File: src/rtl/mul_ctrl_pkg.sv
// rtl/mul_ctrl_pkg.sv - op encodings, FSM states and signedness constants for the multiply issue controller
package mul_ctrl_pkg;

  localparam logic [2:0] OP_MUL    = 3'b000;
  localparam logic [2:0] OP_MULH   = 3'b001;
  localparam logic [2:0] OP_MULHSU = 3'b010;
  localparam logic [2:0] OP_MULHU  = 3'b011;
  localparam logic [2:0] OP_MULW   = 3'b100;

  // bit1 = multiplicand signed, bit0 = multiplier signed
  localparam logic [1:0] MS_SS = 2'b11;
  localparam logic [1:0] MS_SU = 2'b10;
  localparam logic [1:0] MS_UU = 2'b00;

  typedef enum logic [2:0] {
    IDLE,
    ISSUE,
    WAIT,
    DRAIN,
    DONE
  } state_t;

  function automatic logic op_legal(input logic [2:0] op);
    return op <= OP_MULW;
  endfunction

  function automatic logic [1:0] op_signedness(input logic [2:0] op);
    case (op)
      OP_MUL, OP_MULH, OP_MULW: return MS_SS;
      OP_MULHSU:                return MS_SU;
      default:                  return MS_UU;
    endcase
  endfunction

endpackage

File: src/rtl/mul_fuse_cache.sv
// rtl/mul_fuse_cache.sv - one-entry operand/result store with hit compare for MUL/MULH* fusion
module mul_fuse_cache #(
  parameter int XLEN = 64
) (
  input  logic            clock,
  input  logic            reset,
  input  logic            wr_en,
  input  logic [XLEN-1:0] wr_rs1,
  input  logic [XLEN-1:0] wr_rs2,
  input  logic [1:0]      wr_signed,
  input  logic [XLEN-1:0] wr_hi,
  input  logic [XLEN-1:0] wr_lo,
  input  logic            lk_en,
  input  logic [XLEN-1:0] lk_rs1,
  input  logic [XLEN-1:0] lk_rs2,
  input  logic [1:0]      lk_signed,
  input  logic            lk_any_sign,
  output logic            hit,
  output logic [XLEN-1:0] hit_hi,
  output logic [XLEN-1:0] hit_lo
);

  logic            valid;
  logic [XLEN-1:0] key_rs1;
  logic [XLEN-1:0] key_rs2;
  logic [1:0]      key_signed;

  always_ff @(posedge clock or posedge reset) begin
    if (reset) begin
      valid      <= 1'b0;
      key_rs1    <= '0;
      key_rs2    <= '0;
      key_signed <= 2'b00;
      hit_hi     <= '0;
      hit_lo     <= '0;
    end else if (wr_en) begin
      valid      <= 1'b1;
      key_rs1    <= wr_rs1;
      key_rs2    <= wr_rs2;
      key_signed <= wr_signed;
      hit_hi     <= wr_hi;
      hit_lo     <= wr_lo;
    end
  end

  // The low half of a product does not depend on signedness, so a MUL lookup ignores it
  assign hit = lk_en & valid & (key_rs1 == lk_rs1) & (key_rs2 == lk_rs2)
             & (lk_any_sign | (key_signed == lk_signed));

endmodule

File: src/rtl/mul_issue_ctrl.sv
// rtl/mul_issue_ctrl.sv - sequences one M-extension multiply at a time onto the shared Booth multiplier
module mul_issue_ctrl
  import mul_ctrl_pkg::*;
#(
  parameter int XLEN     = 64,
  parameter bit EN_CACHE = 1'b1
) (
  input  logic            clock,
  input  logic            reset,
  input  logic            req_valid,
  output logic            req_ready,
  input  logic [2:0]      req_op,
  input  logic [XLEN-1:0] req_rs1,
  input  logic [XLEN-1:0] req_rs2,
  input  logic            flush,
  output logic            resp_valid,
  input  logic            resp_ready,
  output logic [XLEN-1:0] resp_data,
  output logic            busy,
  output logic            perf_hit,
  output logic            mul_in_valid,
  output logic            mul_flush,
  output logic            mul_mulw,
  output logic [1:0]      mul_signed,
  output logic [XLEN-1:0] mul_multiplicand,
  output logic [XLEN-1:0] mul_multiplier,
  input  logic            mul_out_ready,
  input  logic            mul_out_valid,
  input  logic [XLEN-1:0] mul_result_hi,
  input  logic [XLEN-1:0] mul_result_lo
);

  state_t          state;
  state_t          state_nxt;
  logic [2:0]      op_q;
  logic            accept;
  logic            req_legal;
  logic            req_mulw;
  logic [1:0]      req_signed;
  logic            lookup_en;
  logic            cache_hit;
  logic            fast_path;
  logic            capture;
  logic            cache_wr;
  logic [XLEN-1:0] hit_hi;
  logic [XLEN-1:0] hit_lo;

  function automatic logic [XLEN-1:0] sext32(input logic [XLEN-1:0] v);
    return {{(XLEN-32){v[31]}}, v[31:0]};
  endfunction

  function automatic logic [XLEN-1:0] sel_result(input logic [2:0]      op,
                                                 input logic [XLEN-1:0] hi,
                                                 input logic [XLEN-1:0] lo);
    case (op)
      OP_MUL:                       return lo;
      OP_MULH, OP_MULHSU, OP_MULHU: return hi;
      OP_MULW:                      return sext32(lo);
      default:                      return '0;
    endcase
  endfunction

  assign req_ready  = (state == IDLE) & ~flush;
  assign busy       = (state != IDLE);
  assign resp_valid = (state == DONE);
  assign accept     = req_valid & req_ready;
  assign req_legal  = op_legal(req_op);
  assign req_mulw   = (req_op == OP_MULW);
  assign req_signed = op_signedness(req_op);
  assign lookup_en  = EN_CACHE & req_legal & ~req_mulw;
  assign fast_path  = cache_hit | ~req_legal;
  assign capture    = (state == WAIT) & mul_out_valid & ~flush;
  assign cache_wr   = EN_CACHE & capture & (op_q != OP_MULW);

  // Key is the registered operand pair, which for non-MULW ops equals raw rs1/rs2
  mul_fuse_cache #(.XLEN(XLEN)) u_cache (
    .clock       (clock),
    .reset       (reset),
    .wr_en       (cache_wr),
    .wr_rs1      (mul_multiplicand),
    .wr_rs2      (mul_multiplier),
    .wr_signed   (mul_signed),
    .wr_hi       (mul_result_hi),
    .wr_lo       (mul_result_lo),
    .lk_en       (lookup_en),
    .lk_rs1      (req_rs1),
    .lk_rs2      (req_rs2),
    .lk_signed   (req_signed),
    .lk_any_sign (req_op == OP_MUL),
    .hit         (cache_hit),
    .hit_hi      (hit_hi),
    .hit_lo      (hit_lo)
  );

  always_ff @(posedge clock or posedge reset) begin
    if (reset) begin
      state <= IDLE;
    end else begin
      state <= state_nxt;
    end
  end

  always_comb begin
    state_nxt    = state;
    mul_in_valid = 1'b0;
    mul_flush    = 1'b0;
    unique case (state)
      IDLE: begin
        if (accept) state_nxt = fast_path ? DONE : ISSUE;
      end
      ISSUE: begin
        mul_in_valid = mul_out_ready & ~flush;
        if (mul_in_valid)  state_nxt = WAIT;
        else if (flush)    state_nxt = IDLE;
      end
      WAIT: begin
        // A result arriving together with flush is simply dropped; nothing left in flight
        if (mul_out_valid) begin
          state_nxt = flush ? IDLE : DONE;
        end else if (flush) begin
          mul_flush = 1'b1;
          state_nxt = DRAIN;
        end
      end
      DRAIN: begin
        if (mul_out_valid) state_nxt = IDLE;
      end
      DONE: begin
        if (flush | resp_ready) state_nxt = IDLE;
      end
      default: state_nxt = IDLE;
    endcase
  end

  always_ff @(posedge clock or posedge reset) begin
    if (reset) begin
      op_q             <= OP_MUL;
      mul_multiplicand <= '0;
      mul_multiplier   <= '0;
      mul_signed       <= MS_UU;
      mul_mulw         <= 1'b0;
      resp_data        <= '0;
      perf_hit         <= 1'b0;
    end else begin
      perf_hit <= accept & cache_hit;
      if (accept) begin
        op_q <= req_op;
        if (req_legal) begin
          mul_multiplicand <= req_mulw ? sext32(req_rs1) : req_rs1;
          mul_multiplier   <= req_mulw ? sext32(req_rs2) : req_rs2;
          mul_signed       <= req_signed;
          mul_mulw         <= req_mulw;
        end
        if (cache_hit)       resp_data <= sel_result(req_op, hit_hi, hit_lo);
        else if (!req_legal) resp_data <= '0;
      end
      if (capture) resp_data <= sel_result(op_q, mul_result_hi, mul_result_lo);
    end
  end

endmodule

File: config.mk
export PLATFORM = sky130hd
export DESIGN_NAME = mul_issue_ctrl
export DESIGN_NICKNAME = d
export VERILOG_FILES = /design/src/rtl/mul_ctrl_pkg.sv /design/src/rtl/mul_fuse_cache.sv /design/src/rtl/mul_issue_ctrl.sv
export SDC_FILE = /design/constraint.sdc
export NUM_CORES = 1
export LEC_CHECK = 0
export CAP_MARGIN = 20
export CELL_PAD_IN_SITES_DETAIL_PLACEMENT = 2
export CELL_PAD_IN_SITES_GLOBAL_PLACEMENT = 2
export CORE_MARGIN = 1.5
export CORE_UTILIZATION = 33
export DETAILED_ROUTE_END_ITERATION = 10
export HOLD_SLACK_MARGIN = 0.1
export PLACE_DENSITY_LB_ADDON = 0.1
export SYNTH_ARGS = -nofsm -noshare
export SYNTH_HDL_FRONTEND = slang
export SYNTH_SLANG_ARGS = --single-unit
File: constraint.sdc
create_clock -name clock -period 20.2 [get_ports clock]
set_clock_uncertainty 0.2 [all_clocks]
set_input_delay 3.03 -clock clock [delete_from_list [all_inputs] [get_ports clock]]
set_output_delay 3.03 -clock clock [all_outputs]
set_load 0.02 [all_outputs]
==> results by group <==
Run status
  – Status: finished clean

Synthesis
  – Cell taking the most area after synthesis: dfrtp_1
  – FFs w/ async S/R, synth: 1.00
  – Yosys warns: 0
  – Sequential share of the synthesized area: 0.512
  – Distinct cells, synth: 51
  – Post-Synthesis Net Count: 2377
  – Synth Instances: ~2100
  – Ranking of synthesized cells by area: dfrtp_1 51%, mux2_2 17%, nand2_1 5.3%
  – Avg Inst Size Synth: about 11 sq um
  – Post-synth top area share: 0.512
  – Post-synth EDFFs: 0
  – Netlist Area Pre-Place: roughly 0.023 sq mm
  – Post-synth top flop: dfrtp_1
  – Flops & latches, synth: 461

Clocking
  – Clock sink total: ~460
  – Clock-pin slew on the worst setup and hold paths: ~0.060 ns
  – Worst-Skew Late Latency: between 0.6 and 0.7 ns
  – Postcts setup bufs: 0
  – Cts repair resizes: 0
  – Clk root buf: clkbuf_16
  – Worst-case clock buffer depth: 3
  – Cts hold-fix bufs: 0
  – Inserted Clock Buffers: between 50 and 60
  – Htree depth: 2
  – CTS tree: built

Route
  – Initial DRC count: roughly 960
  – Vias: around 18000
  – Routed wire length: ~90 mm
  – DR pass1 iterations: 5
  – Remaining antenna violation count after routing: 0
  – Routed WL per cell: around 26 microns
  – # DRC: 0
  – Via/cell ratio: 5.37

Floorplan
  – Starting Density: 0.335
  – Core ar.: between 0.06 and 0.07 sq mm
  – Ports: between 400 and 500
  – Die height: between 200 and 300 microns
  – Die area: between 0.06 and 0.07 sq mm
  – Row count: between 90 and 100
  – Die Wd: roughly 260 microns

Pwr
  – Total power density per cell area: 116 mW/mm^2
  – Leak pwr: 13.2 nW
  – Clock power frac: 0.287
  – Sequential power share: 0.403
  – VDD IR max: between 0.00006 and 0.00007 V
  – Net switching power: roughly 0.0012 W
  – Internal power: 0.00227 W
  – Switching part of the total: 0.341
  – Power share of the combinational group: 0.310

Place
  – PortBufs: 466
  – Cells after DPL: 3321
  – DP Wirelength: roughly 61 mm
  – GPL Wtd Cong: 0.853
  – Post-Place Worst Slack: around 12 ns

Critical path
  – CP Class: in -> out
  – Worst Path Arrival: between 4 and 5 ns
  – Worst Setup End Kind: output port
  – Crit Path Max Fanout: 3
  – WP data required: about 17 ns
  – Critical Path Source Type: input port
  – FF-to-FF setup slack: 15.83 ns

GRT
  – Grt ovf: 0
  – First-pass GRT wire length: roughly 140 mm
  – Tot GR Track Use: 0.255
  – Vias in the first global route: around 21000
  – Largest net degree at the start of global routing: 200
  – Initial antenna violation count: 16

Job
  – Max cap viols: 0

Timing
  – Final worst slack: roughly 12 ns
  – Unrepaired setup endpoints after global routing: no
  – Final setup viols: 0
  – Final period util: 0.399
  – Setup TNS: 0 ns
  – Min Tclk post-route: 8.07 ns
  – Max Slew Vio Count: 0
  – Rel. slew slack: 0.293
  – Final hold viol count: 0
  – Hold_ws: approximately 0.29 ns
  – Fmax: roughly 120 MHz
  – Worst-Margin Slew: 1.06 ns

Min path
  – HP Class: reg -> reg

Cells and area
  – Most common cell after layout, fill and taps aside: clkdlybuf4s50_1
  – Fillers: between 6000 and 7000
  – Layout area overhead: 32.1%
  – Nets@finish: 2773
  – Most frequent cells in the layout: 465 x clkdlybuf4s50_1, 460 x dfrtp_1, 331 x mux2_2
  – Share of cells above drive strength 1: 0.177
  – Non-Filler Instances: between 3000 and 4000
==> metal layers <==
metal,share of wire,vias up,global-route usage
met5,0.00095,-,0
li1,-,8258,-
met4,0.027,14,0.0823
met3,0.050,125,0.0512
met1,0.41,9655,0.308
met2,0.51,383,0.456
==> logic make-up after synthesis <==
| family | Yosys count | synth area share |
|---|---|---|
| flip-flops | 461 | 0.512 |
| AND/OR/NAND/NOR | 658 | 0.145 |
| AO/OA/AOI/OAI | 366 | 0.0955 |
| adder cells (fa/ha/maj) | 1 | 0.000444 |
| multiplexers | 380 | 0.190 |
| XOR/XNOR | 67 | 0.0260 |
| buffers and inverters | 178 | 0.0315 |
==> registers in the layout (all words and copies together) (netlist names), 64 cells and up <==
register          flops
resp_data            64
u_cache.key_rs1      64
mul_multiplier       64
u_cache.hit_lo       64
u_cache.key_rs2      64
mul_multiplicand     64
u_cache.hit_hi       64
==> final timing paths <==
check | endpoint | cells past startpoint | start
setup / recovery | mul_flush | 4 | mul_out_valid
min in group asynchronous | u_cache.key_rs2[52] | 2 | reset
setup reg to reg | resp_data[47] | 8 | u_cache.key_rs2[29]
max in group asynchronous | u_cache.hit_hi[17] | 4 | reset
hold / removal | resp_data[0] | 1 | resp_data[0]
hold reg to reg | resp_data[0] | 1 | resp_data[0]
==> power by group through the flow <==
stage / clock (W) / combinational [W] / sequential [W]
4_1_cts: 0.00102 / 0.00109 / 0.00139
2_1_floorplan: 0 / 0.000507 / 0.00145
3_3_place_gp: 0 / 0.00104 / 0.00137
5_1_grt: 0.00106 / 0.00115 / 0.00143
3_5_place_dp: 0 / 0.00108 / 0.00140
6_report: 0.000991 / 0.00107 / 0.00139
==> area by class of cell <==
| type | instances | area (sq um) | area share |
|---|---|---|---|
| sequential | 461 | 11500 | 0.387 |
| multi-input combinational | 1472 | 10400 | 0.348 |
| timing repair buffer | 490 | 4900 | 0.164 |
| clock buffer | 87 | 1640 | 0.0551 |
| tap | 873 | 1090 | 0.0367 |
| clock inverter | 12 | 126 | 0.00424 |
| inverter | 26 | 105 | 0.00353 |
| antenna | 9 | 22.5 | 0.000756 |
==> worst max-delay path, cell delays in order <==
cell and delay [ns]:
clkdlybuf4s50_1 0.45, or3b_2 0.48, nor3b_1 0.23, clkdlybuf4s50_1 0.64
==> synth_stat cells, drive strengths merged (2+ instances only) <==
master	instances
nor2	48
nor4	63
buf	17
nand2	317
o2111ai	5
nand3	9
nor4b	4
o41ai	64
a2111oi	6
nand2b	20
nor3b	3
xnor2	4
nor3	6
nand4b	3
and4b	2
a22oi	2
o22ai	4
xor2	63
or3	2
nand3b	32
a21oi	169
nor2b	87
o21ai	108
clkbuf	135
nand4	16
dfrtp	461
or4	3
or2	2
and3	37
inv	26
mux2	380
==> through the flow <==
stage / cell area (sq um) / power (W) / utilization
finish: 29800 / 0.00345 / 0.442
global route: 29800 / 0.00363 / 0.442
CTS: 29700 / 0.00349 / 0.441
detailed placement: 28000 / 0.00248 / 0.415
global placement: 27900 / 0.00242 / 0.415
floorplan: 22500 / 0.00195 / -
(Power assumes the default switching activity.)
